File: config.mk
export PLATFORM = sky130hd
export DESIGN_NAME = instr_fetch
export DESIGN_NICKNAME = d
export VERILOG_FILES = /design/src/rtl/instr_fetch.sv
export SDC_FILE = /design/constraint.sdc
export NUM_CORES = 1
export LEC_CHECK = 0
export ABC_AREA = 0
export BUFFER_PORTS_ARGS = -buffer_cell sky130_fd_sc_hd__buf_2
export CAP_MARGIN = 20
export CORE_MARGIN = 2
export CORE_UTILIZATION = 49
export CTS_CLUSTER_SIZE = 30
export DETAILED_ROUTE_END_ITERATION = 10
export PLACE_DENSITY_LB_ADDON = 0.08
export RECOVER_POWER = 25
export SYNTH_ARGS = -nofsm -noshare
export SYNTH_HDL_FRONTEND = slang
export SYNTH_SLANG_ARGS = --single-unit
File: constraint.sdc
create_clock -name clk -period 5.7 [get_ports clk]
set_clock_uncertainty 0.05 [all_clocks]
set_input_delay 1.14 -clock clk [delete_from_list [all_inputs] [get_ports clk]]
set_output_delay 1.14 -clock clk [all_outputs]
set_load 0.005 [all_outputs]
File: src/rtl/instr_fetch.sv
// Instruction fetch stage: launches one instruction-memory request per
// program-counter value, captures the returned word into IR, and pulses PCWr
// once per completed fetch. A misaligned PC parks the block in ERR until reset.
//
// Optional feature macro: FETCH_TIMEOUT_EN
//   defined   -> a request that waits TIMEOUT_CYCLES REQ cycles without
//                imem_ack is abandoned, fetch_err_o is raised and the block
//                parks in ERR.
//   undefined -> no timeout counter, fetch_err_o is tied low and a request
//                waits for imem_ack indefinitely.
module instr_fetch #(
    parameter int unsigned TIMEOUT_CYCLES = 16
) (
    input  logic        clk,
    input  logic        reset,
    input  logic [31:0] PC_i,
    input  logic        stall_i,
    output logic        imem_req_o,
    output logic [31:0] imem_addr_o,
    input  logic        imem_ack_i,
    input  logic [31:0] imem_rdata_i,
    output logic [31:0] IR_o,
    output logic        ir_valid_o,
    output logic        PCWr_o,
    output logic        misalign_o,
    output logic        fetch_err_o
);

    typedef enum logic [1:0] {
        IDLE = 2'd0,
        REQ  = 2'd1,
        DONE = 2'd2,
        ERR  = 2'd3
    } state_e;

    state_e      state_q, state_d;
    logic        req_q, req_d;
    logic [31:0] addr_q, addr_d;
    logic [31:0] ir_q, ir_d;
    logic        valid_q, valid_d;
    logic        pcwr_q, pcwr_d;
    logic        misalign_q, misalign_d;

`ifdef FETCH_TIMEOUT_EN
    logic [31:0] cnt_q, cnt_d;
    logic        ferr_q, ferr_d;
`endif

    // Next-state and next-output logic; every output is a register, so this
    // block decides what each register holds during the following cycle.
    always_comb begin
        state_d    = state_q;
        req_d      = req_q;
        addr_d     = addr_q;
        ir_d       = ir_q;
        valid_d    = 1'b0;
        pcwr_d     = 1'b0;
        misalign_d = misalign_q;
`ifdef FETCH_TIMEOUT_EN
        cnt_d      = cnt_q;
        ferr_d     = ferr_q;
`endif

        case (state_q)
            IDLE: begin
                if (!stall_i) begin
                    if (PC_i[1:0] == 2'b00) begin
                        addr_d  = PC_i;
                        req_d   = 1'b1;
                        state_d = REQ;
`ifdef FETCH_TIMEOUT_EN
                        cnt_d   = 32'd0;
`endif
                    end else begin
                        misalign_d = 1'b1;
                        state_d    = ERR;
                    end
                end
            end

            REQ: begin
                // Stall is deliberately ignored here: once the request is on
                // the bus it must complete so address/request stay stable.
                if (imem_ack_i) begin
                    ir_d    = imem_rdata_i;
                    req_d   = 1'b0;
                    valid_d = 1'b1;
                    pcwr_d  = 1'b1;
                    state_d = DONE;
                end else begin
`ifdef FETCH_TIMEOUT_EN
                    if ((cnt_q + 32'd1) >= TIMEOUT_CYCLES) begin
                        req_d   = 1'b0;
                        ferr_d  = 1'b1;
                        state_d = ERR;
                    end else begin
                        cnt_d = cnt_q + 32'd1;
                    end
`endif
                end
            end

            DONE: begin
                // The instruction stays presented while the pipeline stalls;
                // PCWr was only armed on the REQ->DONE transition.
                if (stall_i) begin
                    valid_d = 1'b1;
                end else begin
                    state_d = IDLE;
                end
            end

            ERR: begin
                req_d = 1'b0;
            end

            default: begin
                state_d = IDLE;
                req_d   = 1'b0;
            end
        endcase
    end

    // State and output registers with asynchronous reset to the idle state.
    always_ff @(posedge clk or posedge reset) begin
        if (reset) begin
            state_q    <= IDLE;
            req_q      <= 1'b0;
            addr_q     <= 32'd0;
            ir_q       <= 32'd0;
            valid_q    <= 1'b0;
            pcwr_q     <= 1'b0;
            misalign_q <= 1'b0;
        end else begin
            state_q    <= state_d;
            req_q      <= req_d;
            addr_q     <= addr_d;
            ir_q       <= ir_d;
            valid_q    <= valid_d;
            pcwr_q     <= pcwr_d;
            misalign_q <= misalign_d;
        end
    end

`ifdef FETCH_TIMEOUT_EN
    // Timeout counter and sticky timeout flag.
    always_ff @(posedge clk or posedge reset) begin
        if (reset) begin
            cnt_q  <= 32'd0;
            ferr_q <= 1'b0;
        end else begin
            cnt_q  <= cnt_d;
            ferr_q <= ferr_d;
        end
    end

    assign fetch_err_o = ferr_q;
`else
    assign fetch_err_o = 1'b0;
`endif

    assign imem_req_o  = req_q;
    assign imem_addr_o = addr_q;
    assign IR_o        = ir_q;
    assign ir_valid_o  = valid_q;
    assign PCWr_o      = pcwr_q;
    assign misalign_o  = misalign_q;

endmodule
Yosys cells after proc, flatten, opt, wreduce, memory -nomap -nowiden

Index checks and enable logic that the tools add are counted.

Register bits: 70
Input port bits: 68
Output and inout bits: 69
Word-level logic and storage cells: 38

Equal/unequal tests: 7
Muxes and demuxes: 13
Bitwise operators: 2
Reductions and logical operators: 9

Operator list:

| cell               | count |
|---|---|
| $mux 2             | 4 |
| $ne 2x2->1 const B | 4 |
| $reduce_and 4->1   | 2 |
| $mux 1             | 6 |
| $pmux 2 s3         | 1 |
| $reduce_and 3->1   | 2 |
| $reduce_bool 3->1  | 2 |
| $eq 2x2->1 const B | 2 |
| $logic_not 2->1    | 2 |
| $pmux 1 s3         | 1 |
| $eq 2x1->1 const B | 1 |
| $not 1->1          | 2 |
| $pmux 1 s2         | 1 |
| $reduce_and 2->1   | 1 |

Longest topological paths before layout

Gate-level depths: netlist of the first run.

Depth in word-level cells: 4
Depth in mapped cells: 6
Gate-level depth less buffers: 5

Least setup slack after synthesis of the first run

No wires, ideal clock.

Path type: input-to-reg
From: in stall_i
To: reg addr_q[10] (netlist: imem_addr_o[10])
Setup time: 0.125 ns
Arrival: 1.996 ns
Required time: 5.525 ns
Setup slack: 3.530 ns
Stages: 4
Path buffers: 1
Cell sequence: nand2b_4 nor3_4 buf_6 mux2_2

Cells in the longest elaborated chain, start to end: 2

Ends and longest elaborated chain:

| element                    | line | RTL |
|---|---|---|
| from (decl)                | 17   | `input logic stall_i,` |
| $not 1->1 (no line)        | --   |  |
| $reduce_and 3->1 (no line) | --   |  |
| to (signal assigned)       | 137  | `addr_q <= addr_d;` |
| to (decl)                  | 38   | `logic [31:0] addr_q, addr_d;` |

No other way between the ends.
A chain may end at the register's enable or synchronous reset.

Worst setup path in the final report of the first run

From: in imem_ack_i
To: reg ir_q[18] (netlist: IR_o[18])

Cells in the longest elaborated chain, start to end: 1

Ends and longest elaborated chain:

| element                    | line | RTL |
|---|---|---|
| from (decl)                | 20   | `input logic imem_ack_i,` |
| $reduce_and 2->1 (no line) | --   |  |
| to (signal assigned)       | 138  | `ir_q <= ir_d;` |
| to (decl)                  | 39   | `logic [31:0] ir_q, ir_d;` |

No other way between the ends.

==> qor.txt, run 1 <==
Peak VDD IR = 0.204 mV
Yosys reg bits = 70
CP max-delay cell = clkbuf_1
first-pass GRT wire length = 8330 um
min Tclk post-route = 2.88 ns
Crit Reg-Reg Startpoint = state_q[1]
Worst path max stage delay = 1.29 ns
RSZ-0062 raised after global routing = no
kind of critical path = input pin to flip-flop
Die Wd = 79.0 um
outcome = complete, but fails checks
nets = 387
max-slew violation count = 35
die height = 79.0 um
failing checks = max-capacitance violations, max-slew violations
grt ovf = 0
maximum clock rate = 0.348 GHz
critical path's top delay family = buffers and inverters
synth-to-layout area growth = 33.6%
CTS Hold Buffers Added = 0
endpoint class of the critical path = flip-flop
PortBufs = 135
TritonCTS clock tree = done
antenna violations before repair = 0
reg2reg end = IR_o[18]
Vias/cell = 4.68
synthesized cell area = 2750 um^2
crit path cell chain = clkbuf_1, nand2_1, clkbuf_1, mux2_2
most common cell after layout, fill and taps aside = buf_2
Worst Reg2Reg Path Length in Cells = 5
fin util = 0.672
Post-Syn Instances = 170
share of cells above drive strength 1 = 0.669
gr usage total = 0.174
number of cells on the critical path = 4
H-tree Lvls = 3
Setup Fix Bufs, Post-CTS = 0
Worst-Margin Slew = 1.79 ns
Power per Cell Area = 251 nW/um^2
CTS Sinks = 70
Hold Path Class = flip-flop to flip-flop
Synth Warn # = 0
most frequent cells in the layout = buf_2 (132), dfrtp_1 (70), mux2_2 (62)
TritonRoute pass-1 iters = 4
first-iteration detailed-routing DRC count = 50
R2R setup slack = 2.99 ns
# resized after CTS = 0
Reg area = 1750 um^2
final setup margin = 2.82 ns
DP Worst Slack = 3.23 ns
DP HPWL = 3710 um
Fillers = 441
via count = 1822
maxcap violations = 1
Max-slew headroom = -0.194
Mean Syn Cell Area = 16.2 um^2
Core Region = 5470 um^2
sequential fraction of the synthesis area = 0.636
setup violators final = 0
Avg WL per Cell = 13.4 um
Final ANT Viol Nets = 0
synth unique cells = 21
vias in the first global route = 1828
n_diodes = 0
Worst EP arrival = 3.03 ns
Final Hold Fails = 0
largest net degree at the start of global routing = 71
initial core utilization = 0.503
Tcrit/Tclk final = 0.505
clk buf depth = 2
die area = 6240 um^2
TritonCTS Buffers = 9
hold endpoint = misalign_o
Root Buffer = clkbuf_8
Fin Setup TNS = 0 ns
Hold Path Origin = misalign_o
CP most frequent cell = clkbuf_1
clock latency on the worst-skew pair = 0.33 ns
Detailed Route WL = 5230 um
Worst Path Buf+Inv = 2
Hold Path Depth = 1
GPL Wtd Cong = 0.714
row count = 27
Ports = 137
area of the multi-input gates = 931 um^2
Leak = 2.21 nW
clk slew on worst S/H paths = 0.07 ns
Syn Nets = 245
startpoint types = input pin
DRC Markers = 0
critical path peak fanout = 34
WP data required = 5.86 ns
cell type report:
class | instances | share of cell area
Tap cell | 72 | 0.0245
Clock buffer | 13 | 0.0432
Timing Repair Buffer | 138 | 0.188
Multi-Input combinational cell | 89 | 0.253
Sequential cell | 70 | 0.476
Clock inverter | 3 | 0.0116
Inverter | 4 | 0.00408
where the power goes:
| group | leakage, nW | switching (mW) | internal (mW) |
|---|---|---|---|
| registers | 0.968 | 0 | 0.497 |
| logic | 1.14 | 0.0164 | 0.0168 |
| clock network | 0.0996 | 0.170 | 0.226 |
| total | 2.21 | 0.186 | 0.739 |
Yosys cell counts (all sizes together):
library cell	instances	area, um^2
nor3	2	21.3
inv	4	15.0
mux2	64	721
dfrtp	70	1750
nor2b	3	18.8
a211oi	1	7.51
mux2i	1	10.0
conb	1	3.75
o21ai	1	5.00
buf	7	56.3
ha	7	87.6
nor2	2	7.51
o21bai	1	7.51
nand2	3	11.3
o31a	1	8.76
a21boi	1	7.51
nand2b	1	13.8
per-stage QoR:
| step | cells | hold WS, ns | instance area (um^2) | total power [mW] |
|---|---|---|---|---|
| 2_1_floorplan | 170 | 0.418 | 2750 | 0.515 |
| 3_3_place_gp | 373 | 0.412 | 3490 | 0.540 |
| 3_5_place_dp | 373 | 0.409 | 3490 | 0.540 |
| 4_1_cts | 389 | 0.433 | 3690 | 0.939 |
| 5_1_grt | 389 | 0.464 | 3680 | 0.964 |
| 6_report | 389 | 0.432 | 3680 | 0.925 |
worst max path at each step:
| stage | startpoint | end |
|---|---|---|
| after floorplan | reset | IR_o[0] |
| after global placement | stall_i | imem_addr_o[12] |
| after global routing | imem_ack_i | IR_o[18] |
| after CTS | stall_i | imem_addr_o[19] |
| final | imem_ack_i | IR_o[18] |
| after detailed placement | stall_i | imem_addr_o[19] |
logic make-up (layout without fill, tap and decap cells):
logic type      count (synthesis)  after routing  synth area share
buf+inv                        11            158            0.0259
fa+ha+maj                       7              7            0.0318
compound gates                  5              5            0.0132
flops                          70             70             0.636
other cells                     1              1           0.00136
mux                            65             65             0.265
simple gates                   11             11            0.0264
per-layer routing:
| layer | vias up | share of wire | GRT usage |
|---|---|---|---|
| met5 | - | 0 | 0 |
| met4 | 0 | 0.018 | 0.0879 |
| met3 | 8 | 0.10 | 0.0591 |
| met2 | 87 | 0.45 | 0.264 |
| met1 | 862 | 0.43 | 0.223 |
| li1 | 865 | - | - |
registers in the layout (all words and copies together), names as in the netlist:
name and count:
IR_o 32, imem_addr_o 32, state_q 2, PCWr_o 1
imem_req_o 1, ir_valid_o 1, misalign_o 1
(Power assumes the default switching activity.)
==> run 2, diff against run 1 <==
--- a/config.mk
+++ b/config.mk
@@ -9,7 +9,7 @@
 export BUFFER_PORTS_ARGS = -buffer_cell sky130_fd_sc_hd__buf_2
 export CAP_MARGIN = 20
 export CORE_MARGIN = 2
-export CORE_UTILIZATION = 49
+export CORE_UTILIZATION = 45
 export CTS_CLUSTER_SIZE = 30
 export DETAILED_ROUTE_END_ITERATION = 10
 export PLACE_DENSITY_LB_ADDON = 0.08
==> constraint.sdc (replaced) <==
create_clock -name clk -period 2.7 [get_ports clk]
set_clock_uncertainty 0.05 [all_clocks]
set_input_delay 0.54 -clock clk [delete_from_list [all_inputs] [get_ports clk]]
set_output_delay 0.54 -clock clk [all_outputs]
set_load 0.005 [all_outputs]
==> run 2 against run 1 <==
The run still ends with max-capacitance violations, max-slew violations left. Die area is 8.4% higher. Combinational power increased by 110%. Cell count increased by 0.77%.
==> qor.txt, run 2 (same netlist as run 1, synthesis figures left out) <==
Core Region = 5920 um^2
Max-slew headroom = -0.116
most frequent cells in the layout = buf_2 (135), dfrtp_1 (70), mux2_2 (62)
TritonCTS Buffers = 9
Die Wd = 82.2 um
Root Buffer = clkbuf_8
antenna violations before repair = 0
share of cells above drive strength 1 = 0.688
via count = 1805
synth-to-layout area growth = 34.6%
crit path cell chain = inv_1, ha_1, nand2b_4, nor3_4, buf_4, mux2_2
Setup Fix Bufs, Post-CTS = 0
maxcap violations = 1
Vias/cell = 4.60
Worst EP arrival = 2.12 ns
kind of critical path = flip-flop to flip-flop
DP HPWL = 3930 um
most common cell after layout, fill and taps aside = buf_2
Tcrit/Tclk final = 0.724
endpoint class of the critical path = flip-flop
Comb power frac = 0.035
GPL Wtd Cong = 0.740
TritonRoute pass-1 iters = 2
first-pass GRT wire length = 8140 um
Peak VDD IR = 0.425 mV
Final Hold Fails = 0
clock latency on the worst-skew pair = 0.33 ns
hold endpoint = imem_addr_o[2]
DRC Markers = 0
Power per Cell Area = 541 nW/um^2
H-tree Lvls = 3
Ports = 137
critical path peak fanout = 32
first-iteration detailed-routing DRC count = 43
sw frac = 0.197
Hold Path Class = input pin to flip-flop
Hold Path Origin = PC_i[2]
Fillers = 487
die area = 6760 um^2
PortBufs = 135
Worst-Margin Slew = 1.67 ns
clock power share = 0.442
Crit Reg-Reg Startpoint = state_q[0]
initial core utilization = 0.465
grt ovf = 0
largest net degree at the start of global routing = 71
maximum clock rate = 0.511 GHz
internal cell power = 1.61 mW
max-slew violation count = 71
Leak = 2.24 nW
min Tclk post-route = 1.96 ns
clk buf depth = 2
vias in the first global route = 1789
clk slew on worst S/H paths = 0.07 ns
design area = 3710 um^2
gr usage total = 0.165
failing checks = max-capacitance violations, max-slew violations
Final ANT Viol Nets = 0
Worst Reg2Reg Path Length in Cells = 6
TritonCTS clock tree = done
Hold Path Depth = 2
# resized after CTS = 0
Fin Setup TNS = 0 ns
outcome = complete, but fails checks
CP max-delay cell = dfrtp_1
Detailed Route WL = 5370 um
reg2reg end = imem_addr_o[28]
Cell Area, Placed = 3500 um^2
R2R setup slack = 0.74 ns
nets = 387
CTS Sinks = 70
P_sw = 0.395 mW
WP data required = 2.86 ns
die height = 82.2 um
startpoint types = flip-flop
row count = 28
n_diodes = 0
RSZ-0062 raised after global routing = no
setup violators final = 0
Avg WL per Cell = 13.7 um
CTS Hold Buffers Added = 0
Sequential Power Share = 0.523
Worst path max stage delay = 0.43 ns
## run 2: changes by cell type in the layout (fill, tap and decap cells not counted), sizes merged
cell | previous run | this run
buf | 134 | 137
clkbuf | 17 | 14
clkinv | 1 | 2
clkinvlp | 1 | 0
## run 2: critical path: cells and delay by family, from the launching register on
kind | cells | cell delay (ns)
buffers and inverters | 2 | 0.54
and+or+nand+nor | 2 | 0.16
muxes | 1 | 0.39
adders and majority gates | 1 | 0.24
DFF | 1 | 0.43
## run 2: worst max-delay path by stage
stage | slack (ns) | endpoint | depth (start not counted) | from
global route | 0.53 | IR_o[3] | 3 | reset
CTS | 0.73 | imem_addr_o[14] | 6 | state_q[0]
global placement | 0.80 | imem_addr_o[28] | 6 | state_q[0]
floorplan | 0.34 | IR_o[0] | 1 | reset
detailed placement | 0.74 | imem_addr_o[14] | 6 | state_q[0]
finish | 0.74 | imem_addr_o[28] | 6 | state_q[0]
## run 2: per-stage QoR
stage	hold slack, ns	setup slack [ns]	utilization	total power [mW]	std cells
3_5_place_dp	0.423	0.744	0.592	1.14	376
5_1_grt	0.353	0.533	0.626	2.11	392
3_3_place_gp	0.424	0.801	0.592	1.14	376
2_1_floorplan	0.418	0.342	-	1.09	170
4_1_cts	0.237	0.733	0.628	2.04	392
6_report	0.380	0.745	0.626	2.00	392
## run 2: layer usage
| metal | global-route usage | up-vias | share of wire |
|---|---|---|---|
| li1 | - | 868 | - |
| met1 | 0.195 | 848 | 0.41 |
| met2 | 0.264 | 85 | 0.49 |
| met3 | 0.0696 | 4 | 0.095 |
| met4 | 0.0700 | 0 | 0.0089 |
| met5 | 0 | - | 0 |
## run 2: layout make-up
type                       instances  area, um^2  area share
sequential                        70        1750       0.473
tap                               75        93.8      0.0253
clock inverter                     3        40.0      0.0108
timing repair buffer             138         696       0.188
inverter                           4        15.0     0.00405
clock buffer                      13         179      0.0483
multi-input combinational         89         931       0.251
## run 2: power groups by stage
stage | Clock (mW) | Sequential, mW | Combinational [mW]
6_report | 0.886 | 1.05 | 0.0697
5_1_grt | 0.981 | 1.05 | 0.0796
4_1_cts | 0.916 | 1.05 | 0.0757
3_5_place_dp | 0 | 1.07 | 0.0753
3_3_place_gp | 0 | 1.07 | 0.0757
2_1_floorplan | 0 | 1.07 | 0.0190
